<file path="src/rtl/hsv_core_issue_if.sv">
`default_nettype none
// ============================================================================
//  Module   : hsv_core_pkg / hsv_core_issue_dec_if / hsv_core_issue_mux_if
//  Brief    : Core-wide types plus the decode-side and mux-side bundles of
//             the issue buffer.
//  Revision : 1.0 - initial release
// ============================================================================

package hsv_core_pkg;
  typedef logic [31:0] word_t;
  typedef logic [31:0] reg_mask_t;
  typedef logic [4:0]  reg_idx_t;

  // Opaque to the issue buffer; carried through untouched.
  typedef struct packed {
    word_t pc;
    word_t insn;
  } issue_data_t;
endpackage

interface hsv_core_issue_dec_if;
  import hsv_core_pkg::*;

  logic        dec_valid_i;
  logic        dec_ready_o;
  issue_data_t dec_data_i;
  reg_idx_t    dec_rs1_i;
  reg_idx_t    dec_rs2_i;
  reg_idx_t    dec_rd_i;
  logic        dec_uses_rs1_i;
  logic        dec_uses_rs2_i;
  logic        dec_writes_rd_i;

  modport master (
    output dec_valid_i, dec_data_i, dec_rs1_i, dec_rs2_i, dec_rd_i,
           dec_uses_rs1_i, dec_uses_rs2_i, dec_writes_rd_i,
    input  dec_ready_o
  );

  modport slave (
    input  dec_valid_i, dec_data_i, dec_rs1_i, dec_rs2_i, dec_rd_i,
           dec_uses_rs1_i, dec_uses_rs2_i, dec_writes_rd_i,
    output dec_ready_o
  );
endinterface

interface hsv_core_issue_mux_if;
  import hsv_core_pkg::*;

  logic        flush_req;
  logic        stall;
  logic        hazard;
  logic        valid_o;
  issue_data_t issue_data_o;
  reg_mask_t   mask_o;
  reg_mask_t   rd_mask_o;
  reg_idx_t    rf_rs1_addr_o;
  reg_idx_t    rf_rs2_addr_o;

  modport master (
    input  flush_req, stall, hazard,
    output valid_o, issue_data_o, mask_o, rd_mask_o,
           rf_rs1_addr_o, rf_rs2_addr_o
  );

  modport slave (
    output flush_req, stall, hazard,
    input  valid_o, issue_data_o, mask_o, rd_mask_o,
           rf_rs1_addr_o, rf_rs2_addr_o
  );
endinterface

`default_nettype wire

</file>
<file path="src/rtl/hsv_core_issue.sv">
`default_nettype none
// ============================================================================
//  Module   : hsv_core_issue
//  Brief    : Two-entry in-order issue buffer between decode and the operand
//             muxing stage, with precomputed source/destination masks.
//  Revision : 1.0 - initial release
// ============================================================================

module hsv_core_issue
  import hsv_core_pkg::*;
(
  input  wire logic            clk_core,
  input  wire logic            rst_core,
  hsv_core_issue_dec_if.slave  dec,
  hsv_core_issue_mux_if.master iss
);

  localparam logic [1:0] S_EMPTY = 2'd0;
  localparam logic [1:0] S_ONE   = 2'd1;
  localparam logic [1:0] S_TWO   = 2'd2;

  typedef struct packed {
    issue_data_t data;
    reg_mask_t   mask;
    reg_mask_t   rd_mask;
    reg_idx_t    rs1;
    reg_idx_t    rs2;
  } entry_t;

  logic [1:0] r_state;
  logic [1:0] w_state_nxt;
  logic       r_ready;
  entry_t     r_e0;
  entry_t     r_e1;
  entry_t     w_in;
  reg_idx_t   r_rs1_hold;
  reg_idx_t   r_rs2_hold;
  reg_idx_t   w_rf_rs1;
  reg_idx_t   w_rf_rs2;
  logic       w_push;
  logic       w_pop;
  logic       w_valid;

  assign w_valid = (r_state != S_EMPTY);
  assign w_push  = dec.dec_valid_i & r_ready;
  assign w_pop   = w_valid & ~iss.stall & ~iss.hazard;

  // Incoming entry: masks are built once here so the mux stage never decodes.
  always_comb begin
    w_in         = '0;
    w_in.data    = dec.dec_data_i;
    w_in.rs1     = dec.dec_uses_rs1_i ? dec.dec_rs1_i : '0;
    w_in.rs2     = dec.dec_uses_rs2_i ? dec.dec_rs2_i : '0;
    w_in.mask    = ((dec.dec_uses_rs1_i ? (reg_mask_t'(1) << dec.dec_rs1_i) : '0)
                  | (dec.dec_uses_rs2_i ? (reg_mask_t'(1) << dec.dec_rs2_i) : '0))
                  & ~reg_mask_t'(1);
    w_in.rd_mask = (dec.dec_writes_rd_i && (dec.dec_rd_i != '0))
                  ? (reg_mask_t'(1) << dec.dec_rd_i) : '0;
  end

  always_comb begin
    w_state_nxt = r_state;
    if (iss.flush_req) begin
      w_state_nxt = S_EMPTY;
    end else begin
      case (r_state)
        S_EMPTY: if (w_push) w_state_nxt = S_ONE;
        S_ONE: begin
          if (w_push && !w_pop)      w_state_nxt = S_TWO;
          else if (!w_push && w_pop) w_state_nxt = S_EMPTY;
        end
        S_TWO:   if (w_pop) w_state_nxt = S_ONE;
        default: w_state_nxt = S_EMPTY;
      endcase
    end
  end

  // Read addresses track next cycle's head so RF data lines up with it.
  always_comb begin
    w_rf_rs1 = r_rs1_hold;
    w_rf_rs2 = r_rs2_hold;
    if ((r_state == S_TWO) && w_pop) begin
      w_rf_rs1 = r_e1.rs1;
      w_rf_rs2 = r_e1.rs2;
    end else if ((w_pop || (r_state == S_EMPTY)) && w_push) begin
      w_rf_rs1 = w_in.rs1;
      w_rf_rs2 = w_in.rs2;
    end else if (w_valid && !w_pop) begin
      w_rf_rs1 = r_e0.rs1;
      w_rf_rs2 = r_e0.rs2;
    end
  end

  always_ff @(posedge clk_core or posedge rst_core) begin
    if (rst_core) begin
      r_state    <= S_EMPTY;
      r_ready    <= 1'b1;
      r_rs1_hold <= '0;
      r_rs2_hold <= '0;
    end else begin
      r_state    <= w_state_nxt;
      r_ready    <= (w_state_nxt != S_TWO);
      r_rs1_hold <= w_rf_rs1;
      r_rs2_hold <= w_rf_rs2;
    end
  end

  always_ff @(posedge clk_core or posedge rst_core) begin
    if (rst_core) begin
      r_e0 <= '0;
      r_e1 <= '0;
    end else if (!iss.flush_req) begin
      case (r_state)
        S_EMPTY: if (w_push) r_e0 <= w_in;
        S_ONE: begin
          if (w_push && w_pop) r_e0 <= w_in;
          else if (w_push)     r_e1 <= w_in;
        end
        S_TWO:   if (w_pop) r_e0 <= r_e1;
        default: ;
      endcase
    end
  end

  assign dec.dec_ready_o   = r_ready;
  assign iss.valid_o       = w_valid;
  assign iss.issue_data_o  = r_e0.data;
  assign iss.mask_o        = w_valid ? r_e0.mask    : '0;
  assign iss.rd_mask_o     = w_valid ? r_e0.rd_mask : '0;
  assign iss.rf_rs1_addr_o = w_rf_rs1;
  assign iss.rf_rs2_addr_o = w_rf_rs2;

endmodule

`default_nettype wire

</file>
<file path="src/flat_wrapper.sv">
// flat-port wrapper written by rule: the top's interface ports become plain ports
module hsv_core_issue_flat import hsv_core_pkg::*;
  (clk_core, rst_core, dec_dec_valid_i, dec_dec_data_i, dec_dec_rs1_i, dec_dec_rs2_i, dec_dec_rd_i, dec_dec_uses_rs1_i, dec_dec_uses_rs2_i, dec_dec_writes_rd_i, dec_dec_ready_o, iss_flush_req, iss_stall, iss_hazard, iss_valid_o, iss_issue_data_o, iss_mask_o, iss_rd_mask_o, iss_rf_rs1_addr_o, iss_rf_rs2_addr_o);
  hsv_core_issue_dec_if dec_i ();
  hsv_core_issue_mux_if iss_i ();
  input  wire logic clk_core;
  input  wire logic rst_core;
  input wire logic [$bits(dec_i.dec_valid_i)-1:0] dec_dec_valid_i;
  input wire logic [$bits(dec_i.dec_data_i)-1:0] dec_dec_data_i;
  input wire logic [$bits(dec_i.dec_rs1_i)-1:0] dec_dec_rs1_i;
  input wire logic [$bits(dec_i.dec_rs2_i)-1:0] dec_dec_rs2_i;
  input wire logic [$bits(dec_i.dec_rd_i)-1:0] dec_dec_rd_i;
  input wire logic [$bits(dec_i.dec_uses_rs1_i)-1:0] dec_dec_uses_rs1_i;
  input wire logic [$bits(dec_i.dec_uses_rs2_i)-1:0] dec_dec_uses_rs2_i;
  input wire logic [$bits(dec_i.dec_writes_rd_i)-1:0] dec_dec_writes_rd_i;
  output wire logic [$bits(dec_i.dec_ready_o)-1:0] dec_dec_ready_o;
  input wire logic [$bits(iss_i.flush_req)-1:0] iss_flush_req;
  input wire logic [$bits(iss_i.stall)-1:0] iss_stall;
  input wire logic [$bits(iss_i.hazard)-1:0] iss_hazard;
  output wire logic [$bits(iss_i.valid_o)-1:0] iss_valid_o;
  output wire logic [$bits(iss_i.issue_data_o)-1:0] iss_issue_data_o;
  output wire logic [$bits(iss_i.mask_o)-1:0] iss_mask_o;
  output wire logic [$bits(iss_i.rd_mask_o)-1:0] iss_rd_mask_o;
  output wire logic [$bits(iss_i.rf_rs1_addr_o)-1:0] iss_rf_rs1_addr_o;
  output wire logic [$bits(iss_i.rf_rs2_addr_o)-1:0] iss_rf_rs2_addr_o;
  assign dec_i.dec_valid_i = dec_dec_valid_i;
  assign dec_i.dec_data_i = dec_dec_data_i;
  assign dec_i.dec_rs1_i = dec_dec_rs1_i;
  assign dec_i.dec_rs2_i = dec_dec_rs2_i;
  assign dec_i.dec_rd_i = dec_dec_rd_i;
  assign dec_i.dec_uses_rs1_i = dec_dec_uses_rs1_i;
  assign dec_i.dec_uses_rs2_i = dec_dec_uses_rs2_i;
  assign dec_i.dec_writes_rd_i = dec_dec_writes_rd_i;
  assign dec_dec_ready_o = dec_i.dec_ready_o;
  assign iss_i.flush_req = iss_flush_req;
  assign iss_i.stall = iss_stall;
  assign iss_i.hazard = iss_hazard;
  assign iss_valid_o = iss_i.valid_o;
  assign iss_issue_data_o = iss_i.issue_data_o;
  assign iss_mask_o = iss_i.mask_o;
  assign iss_rd_mask_o = iss_i.rd_mask_o;
  assign iss_rf_rs1_addr_o = iss_i.rf_rs1_addr_o;
  assign iss_rf_rs2_addr_o = iss_i.rf_rs2_addr_o;
  hsv_core_issue u_core (.clk_core(clk_core), .rst_core(rst_core), .dec(dec_i), .iss(iss_i));
endmodule
</file>
<file path="config.mk">
export PLATFORM = sky130hd
export DESIGN_NAME = hsv_core_issue_flat
export DESIGN_NICKNAME = d
export VERILOG_FILES = /design/src/rtl/hsv_core_issue_if.sv /design/src/rtl/hsv_core_issue.sv /design/src/flat_wrapper.sv
export SDC_FILE = /design/constraint.sdc
export NUM_CORES = 1
export LEC_CHECK = 0
export CAP_MARGIN = 5
export CORE_MARGIN = 5
export CORE_UTILIZATION = 49
export DETAILED_ROUTE_END_ITERATION = 16
export PLACE_DENSITY = 0.77
export REMOVE_ABC_BUFFERS = 1
export SLEW_MARGIN = 20
export SYNTH_ARGS = -nofsm -noshare
export SYNTH_HDL_FRONTEND = slang
export SYNTH_SLANG_ARGS = --single-unit
</file>
<file path="constraint.sdc">
create_clock -name clk_core -period 11.1 [get_ports clk_core]
set_input_delay 3.33 -clock clk_core [delete_from_list [all_inputs] [get_ports clk_core]]
set_output_delay 3.33 -clock clk_core [all_outputs]
set_load 0.05 [all_outputs]
</file>
* Word level (Yosys, flattened, before mapping)
Index checks and enable logic that the tools add are counted.
** Word-level totals
- Flip-flop bits (word level) :: 288
- Input port bits :: 88
- Output and inout bits :: 140
** Operators by class
- Shift operators :: 3
- Mux-type cells :: 23
- Equality and inequality tests :: 6
- Bitwise logic cells :: 8
- Reductions and logical operators :: 16
** Operator list (count)
- 2-to-1 mux 138 bit :: 3
- one-hot mux 138 bit (3 select lines) :: 1
- 2-to-1 mux 32 bit :: 5
- left shift 1 x 5 -> 32 bit, first input constant :: 3
- 2-to-1 mux 5 bit :: 8
- OR 32 bit :: 1
- 2-to-1 mux 2 bit :: 5
- logical AND 1 bit :: 7
- inequality test 2 x 1 -> 1 bit, second input constant :: 3
- one-hot mux 2 bit (3 select lines) :: 1
- AND reduction 5 bit :: 1
- nonzero test 5 bit :: 1
- inverter 1 bit :: 4
- AND reduction 4 bit :: 1
- AND 1 bit :: 3
- nonzero test 3 bit :: 1
- == test 2 x 1 -> 1 bit, second input constant :: 1
- == test 2 bit, second input constant :: 1
- logical NOT 1 bit :: 2
- logical NOT 2 bit :: 1
- inequality test 2 bit, second input constant :: 1
- nonzero test 2 bit :: 1
- logical OR 1 bit :: 1

* Logic depth before layout (Yosys ltp)
Gate-level depths: netlist (run 1).
- Depth after elaboration :: 9
- Gate-level depth with buffers :: 8
- Depth with buffers taken out :: 4

* Worst setup path after synthesis (run 1)
No wires, ideal clock.
- Path kind :: in2out
- From :: in iss_stall
- To :: out iss_rf_rs1_addr_o[3]
- Data required time :: 7770 ps
- Arrival time :: 5148 ps
- Stages on the path :: 5
- Buffers on the path :: 1
- Path slack :: 2622 ps
- Cells stage by stage :: o22ai_1 -> clkbuf_1 -> nor2_1 -> a31o_2 -> o21ai_0
** On the way
- Cells in the longest elaborated chain, start to end :: 8
** RTL lines
- start: declaration :: RTL line flat_wrapper.sv:18 : input wire logic [$bits(iss_i.stall)-1:0] iss_stall;
- inverter 1 bit (*) :: RTL line hsv_core_issue.sv:46 : assign w_pop = w_valid & ~iss.stall & ~iss.hazard;
- AND 1 bit (*) (2 in a row) :: RTL line hsv_core_issue.sv:46
- logical NOT 1 bit :: RTL line hsv_core_issue.sv:88 : end else if (w_valid && !w_pop) begin
- logical AND 1 bit :: RTL line hsv_core_issue.sv:88
- 2-to-1 mux 5 bit :: RTL line hsv_core_issue.sv:88
- 2-to-1 mux 5 bit :: RTL line hsv_core_issue.sv:85 : end else if ((w_pop || (r_state == S_EMPTY)) && w_push) begin
- 2-to-1 mux 5 bit (*) :: RTL line hsv_core_issue.sv:82 : if ((r_state == S_TWO) && w_pop) begin
- end: declaration :: RTL line flat_wrapper.sv:24 : output wire logic [$bits(iss_i.rf_rs1_addr_o)-1:0] iss_rf_rs1_addr_o;
Mark *: on every way between the ends. The rest lies on a longest branch, timed or not.

* Worst setup path in the final report (run 1)
- From :: in dec_dec_valid_i
- To :: out iss_rf_rs2_addr_o[3]
** On the way
- Cells in the longest elaborated chain, start to end :: 4
** RTL lines
- start: declaration :: RTL line flat_wrapper.sv:8 : input wire logic [$bits(dec_i.dec_valid_i)-1:0] dec_dec_valid_i;
- AND 1 bit :: RTL line hsv_core_issue.sv:45 : assign w_push = dec.dec_valid_i & r_ready;
- logical AND 1 bit :: RTL line hsv_core_issue.sv:85
- 2-to-1 mux 5 bit :: RTL line hsv_core_issue.sv:85
- 2-to-1 mux 5 bit :: RTL line hsv_core_issue.sv:82
- end: declaration :: RTL line flat_wrapper.sv:25 : output wire logic [$bits(iss_i.rf_rs2_addr_o)-1:0] iss_rf_rs2_addr_o;
Every way passes these cells.

==> results of run 1 <==
-- layout make-up --
class,count,area (um^2),share of cell area
Multi-Input combinational cell,942,5497,0.3311
Tap cell,378,473.0,0.02849
Inverter,3,18.77,0.001130
Timing Repair Buffer,239,2364,0.1424
Clock inverter,11,136.4,0.008215
Sequential cell,287,7183,0.4327
Clock buffer,43,930.9,0.05607
-- per-stage QoR --
step | hold slack, ns | std cells | utilization
after floorplan | 0.4309 | 1232 | -
after global placement | 0.4430 | 1849 | 0.5606
after detailed placement | 0.4558 | 1849 | 0.5606
after CTS | 0.4695 | 1903 | 0.5991
after global routing | 0.4827 | 1903 | 0.5992
final | 0.4642 | 1903 | 0.5992
-- critical path: cells and delay by family --
family                 cells  cell delay [ns]
buffers and inverters      2             1.50
and+or+nand+nor            2             0.61
AOI/OAI and AO/OA          2             0.47
-- power by group --
group / internal (mW) / switching, mW
sequential: 1.26 / 0.117
clock: 0.648 / 0.410
combinational: 0.330 / 0.535
total: 2.23 / 1.06
-- state kept, by name, indices dropped and copies added (netlist names) --
register                 flops
u_core.iss.issue_data_o     64
u_core.r_e1                137
u_core.dec.dec_ready_o       1
u_core.r_rs2_hold            5
u_core.r_state               2
u_core.r_rs1_hold            5
u_core.r_e0                 73
-- layout by cell type (no fill, tap or decap), types with 3 or more instances in the layout --
| cell | n |
|---|---|
| o21ai_0 | 48 |
| clkbuf_8 | 11 |
| nand3_1 | 17 |
| or4_1 | 3 |
| mux2_1 | 17 |
| nor2b_1 | 63 |
| and3b_1 | 10 |
| and2b_1 | 3 |
| a31oi_1 | 93 |
| a21o_1 | 8 |
| o311ai_0 | 9 |
| and3_1 | 4 |
| buf_4 | 12 |
| a22oi_1 | 31 |
| o21a_1 | 10 |
| clkbuf_16 | 31 |
| a21oi_1 | 35 |
| nor2_1 | 129 |
| bufinv_16 | 3 |
| clkdlybuf4s50_1 | 226 |
| nand4_1 | 13 |
| nand2_1 | 271 |
| o21ai_1 | 9 |
| mux2_2 | 78 |
| nand3_2 | 3 |
| nand2b_1 | 4 |
| o41ai_1 | 5 |
| dfrtp_1 | 286 |
| a211oi_1 | 9 |
| nor3b_1 | 8 |
| clkinv_2 | 6 |
| o31ai_1 | 24 |
| nor3_1 | 13 |
-- cells in the mapped netlist, drive strengths merged (3+ instances only) --
cell type and count:
a211oi 9, a21o 8, a21oi 35, a22oi 31
a31oi 93, and2b 3, and3 4, and3b 10
buf 123, clkbuf 60, dfrtp 286, inv 3
mux2 95, nand2 272, nand2b 5, nand3 20
nand4 13, nor2 130, nor2b 64, nor3 13
nor3b 10, o21a 10, o21ai 57, o311ai 9
o31ai 24, o41ai 5, or4 3
-- layer usage --
metal  vias up  routed length (um)  global-route usage
li1       4978                   -                   -
met1      5079               13620              0.2746
met2       329               15450              0.3378
met3        63                2684             0.06003
met4         0                 903             0.05964
met5         -                   0                   0
-- cells by family (layout without fill, tap and decap cells) --
| kind of cell | after synthesis | after routing | synth area share |
|---|---|---|---|
| flops | 287 | 287 | 0.5243 |
| simple gates | 557 | 557 | 0.1843 |
| other cells | 1 | 1 | 0.0002737 |
| mux | 96 | 96 | 0.07881 |
| buf+inv | 186 | 296 | 0.07808 |
| compound gates | 288 | 288 | 0.1342 |
-- worst paths after layout --
path                                         from                     endpoint  slack, ns  depth (start not counted)
max in group asynchronous                rst_core  u_core.iss.issue_data_o[35]       6.22                          3
min in group asynchronous                rst_core  u_core.iss.issue_data_o[16]       3.34                          2
max                               dec_dec_valid_i         iss_rf_rs2_addr_o[3]       1.85                          6
max reg2reg                u_core.dec.dec_ready_o              u_core.r_e0[37]       8.08                          5
min                               u_core.r_e0[10]              u_core.r_e0[10]       0.46                          2
min reg2reg                       u_core.r_e0[10]              u_core.r_e0[10]       0.46                          2
==> impl_metrics.ini, run 1 <==
[timing]
clock_skew_ns = 0.006264
setup_slack_ns = 1.850
hold_viol = 0
fin_setup_tns_ns = 0
fmax_mhz = 108.1
post-route-period-util = 0.8334
layout_min_cycle_time_ns = 9.250
setup_viol = 0
rsz0062_at_grt = false
relSlewSlack = 0.3474
finalMaxSlewViolations = 0
worst_slew_pin_slew_ns = 0.9788

[placed_design]
dp_hpwl_mm = 21.25
io_buffer_count = 226
gp_congestion = 0.8363
placed_area_mm2 = 0.01553
place_ws_ns = 1.912

[grt]
grt_overflow = 0
grt_max_degree = 134
antenna_found_initial = 0
grtUsageTotal = 0.2082
grt_first_pass_wirelength_mm = 54.13
grt_pass1_vias = 10520

[setup_path]
end_kind = output pin
path_max_fanout = 12
start_kind = input port
crit_chain = clkdlybuf4s50_1 -> nand2_1 -> nand2_1 -> a31o_2 -> o21ai_0 -> clkdlybuf4s50_1
criticalPathCategory = in -> out
slowest_delay_ns = 0.85
crit_required_ns = 7.77
cp.arrival_ns = 5.92
cpMaxStageDelayCell = clkdlybuf4s50_1

[synthesis]
synthFlopType = dfrtp_1
yosys-top-cells-area = dfrtp_1 (52%), nand2_1 (7.5%), mux2_2 (6.4%), buf_4 (4.3%), a31oi_1 (4.2%)
synth_top_area_share = 0.5224
async_reset_ff_frac = 1.000
avgSynthCellArea_um2 = 9.682
ys_ff_latch = 287
synth_edf_count = 0
ys_seq_area_frac = 0.5243
synth_area_leader_cell = dfrtp_1
syn_area_mm2 = 0.01370
yosys_warnings = 0
syn_inst = 1415
yosysUniqueCellTypes = 50

[drt]
drc = 0
dr.pass1.iters = 5
drt_first_iter_violations = 839
drtAntennaViolNets = 0
vias_per_cell = 5.491
vias = 10450
totalWireLength_mm = 32.66
wl_per_cell_um = 17.16

[cts]
cts_hold_buffers = 0
cts_buffers = 30
cts_resized = 0
ctsHtreeMaxLevel = 1
post_cts_buffers = 0
cts_sinks = 287
path_clk_slew_ns = 0.06
cts_tree = done
clock_latency_ns = 0.54
clock_path_buffers = 3
root_buffer = clkbuf_16

[power_and_ir_drop]
p_leak_nw = 7.045
finalPower_mw = 3.295
ir_drop_v = 0.0001673
powerDensity_mw_per_mm2 = 198.5

[cells_and_area]
insertedDiodeCount = 0
n_fill_cell = 2290
layout-drive-gt1-share = 0.1049
design_area_mm2 = 0.01660
layout.nets = 1591
syn_to_final_growth_pct = 21.18

[floorplan]
fp.dieH_um = 177.2
die_x_um = 177.2
die_area_mm2 = 0.03141
num_rows = 61
initial_core_util = 0.4945
num_io_pins = 228
coreArea_mm2 = 0.02771

[job]
drv_cap = 0

[worst_hold_path]
hold_class = reg -> reg

[outcome]
status = finished, final reports clean
(Power assumes the default switching activity.)
==> run 2: changes to the inputs <==
==> constraint.sdc (replaced) <==
create_clock -name clk_core -period 8.31 [get_ports clk_core]
set_input_delay 2.493 -clock clk_core [delete_from_list [all_inputs] [get_ports clk_core]]
set_output_delay 2.493 -clock clk_core [all_outputs]
set_load 0.05 [all_outputs]
==> impl_metrics.ini, run 2 (synthesis results as in run 1) <==
[setup_path]
rr_endpoint = u_core.r_e0[66]
reg2reg_depth = 4
r2r_slack_ns = 5.45
r2r-start = u_core.r_state[0]
path_max_fanout = 19
start_kind = input port
criticalPathCategory = in -> out
crit_chain = clkdlybuf4s50_1 -> nand4_1 -> a31o_2 -> o21ai_0 -> clkdlybuf4s50_1
crit_required_ns = 5.82
end_kind = output pin
cp.arrival_ns = 4.87
crit_top_cell = clkdlybuf4s50_1
slowest_delay_ns = 0.90
cpMaxStageDelayCell = clkdlybuf4s50_1

[cts]
path_clk_slew_ns = 0.06
ctsHtreeMaxLevel = 1
cts_resized = 0
cts_buffers = 30
cts_sinks = 287
post_cts_buffers = 0
clock_path_buffers = 3
clock_latency_ns = 0.55
root_buffer = clkbuf_16
cts_tree = done
cts_hold_buffers = 0

[cells_and_area]
layout-drive-gt1-share = 0.1010
syn_to_final_growth_pct = 20.46
layout_commonest_cell = dfrtp_1
final_cell_mix = dfrtp_1 (286), nand2_1 (271), clkdlybuf4s50_1 (226), nor2_1 (129), a31oi_1 (93)
layout.nets = 1592
largest_reg_flops = 137
insertedDiodeCount = 0
largest_register = u_core.r_e1

[drt]
drtAntennaViolNets = 0
vias = 10500
dr.pass1.iters = 5
totalWireLength_mm = 32.85
drc = 0
vias_per_cell = 5.515
wl_per_cell_um = 17.26
drt_first_iter_violations = 695

[timing]
layout_min_cycle_time_ns = 7.359
setup_viol = 0
setup_slack_ns = 0.9511
hold_viol = 0
rsz0062_at_grt = false
relSlewSlack = 0.3775
clock_skew_ns = 0.008372
worst_slew_pin_slew_ns = 0.9338
finalMaxSlewViolations = 0
post-route-period-util = 0.8856
fmax_mhz = 135.9

[grt]
grt_max_degree = 174
grtUsageTotal = 0.2086
grt_overflow = 0
grt_first_pass_wirelength_mm = 54.40
grt_pass1_vias = 10600
antenna_found_initial = 0

[power_and_ir_drop]
finalPower_mw = 4.267
ir_drop_v = 0.0002003
p_leak_nw = 6.993
powerDensity_mw_per_mm2 = 258.6

[floorplan]
num_io_pins = 228
fp.dieH_um = 177.2
coreArea_mm2 = 0.02771
num_rows = 61
initial_core_util = 0.4945
die_x_um = 177.2
die_area_mm2 = 0.03141

[outcome]
status = finished, final reports clean

[worst_hold_path]
holdPathEnd = u_core.r_e0[10]
hold_class = reg -> reg
hold_path_depth = 2
hold_start = u_core.r_e0[10]

[job]
drv_cap = 0

[placed_design]
dp_hpwl_mm = 21.29
io_buffer_count = 226
gp_congestion = 0.8202
place_ws_ns = 0.9860
## run 2: through the flow
stage	std cells	hold slack [ns]	TNS [ns]	util	instance area, um^2
finish	1903	0.4587	0	0.5957	16500
global route	1903	0.4910	0	0.5957	16500
CTS	1903	0.4645	0	0.5955	16500
detailed placement	1850	0.4512	0	0.5618	15560
global placement	1850	0.4441	0	0.5618	15560
floorplan	1232	0.4309	-601.17	-	12640
## run 2: worst max path at each step
stage,from,to,depth (start not counted)
floorplan,rst_core,u_core.iss.issue_data_o[0],1
global placement,dec_dec_valid_i,iss_rf_rs2_addr_o[3],7
detailed placement,dec_dec_uses_rs1_i,iss_rf_rs1_addr_o[3],5
CTS,dec_dec_uses_rs1_i,iss_rf_rs1_addr_o[3],5
global route,dec_dec_valid_i,iss_rf_rs1_addr_o[3],7
finish,dec_dec_uses_rs1_i,iss_rf_rs1_addr_o[3],5
## run 2: critical path, delay by kind of cell
| kind | cells | cell delay (ns) |
|---|---|---|
| AND/OR/NAND/NOR | 1 | 0.16 |
| buffers and inverters | 2 | 1.75 |
| AO/OA/AOI/OAI | 2 | 0.45 |
## run 2: area by class of cell
class	instances	area, um^2
inverters	3	18.77
repair buffers	240	2396
fillers	2341	11200
clock buffers	44	884.6
well taps	378	473.0
multi-input cells	942	5497
flip-flops and latches	287	7183
clock inverters	9	51.30
## run 2: report_power, final
part	switching, mW	total, mW	internal, mW
clock	0.544	1.28	0.732
sequential	0.160	1.84	1.68
combinational	0.712	1.15	0.443
## run 2: routing by layer
metal,GRT usage,up-vias,part of all wire
met5,0,-,0
met4,0.06286,0,0.030
met3,0.05148,70,0.074
met2,0.3408,311,0.47
met1,0.2773,5123,0.42
li1,-,4991,-
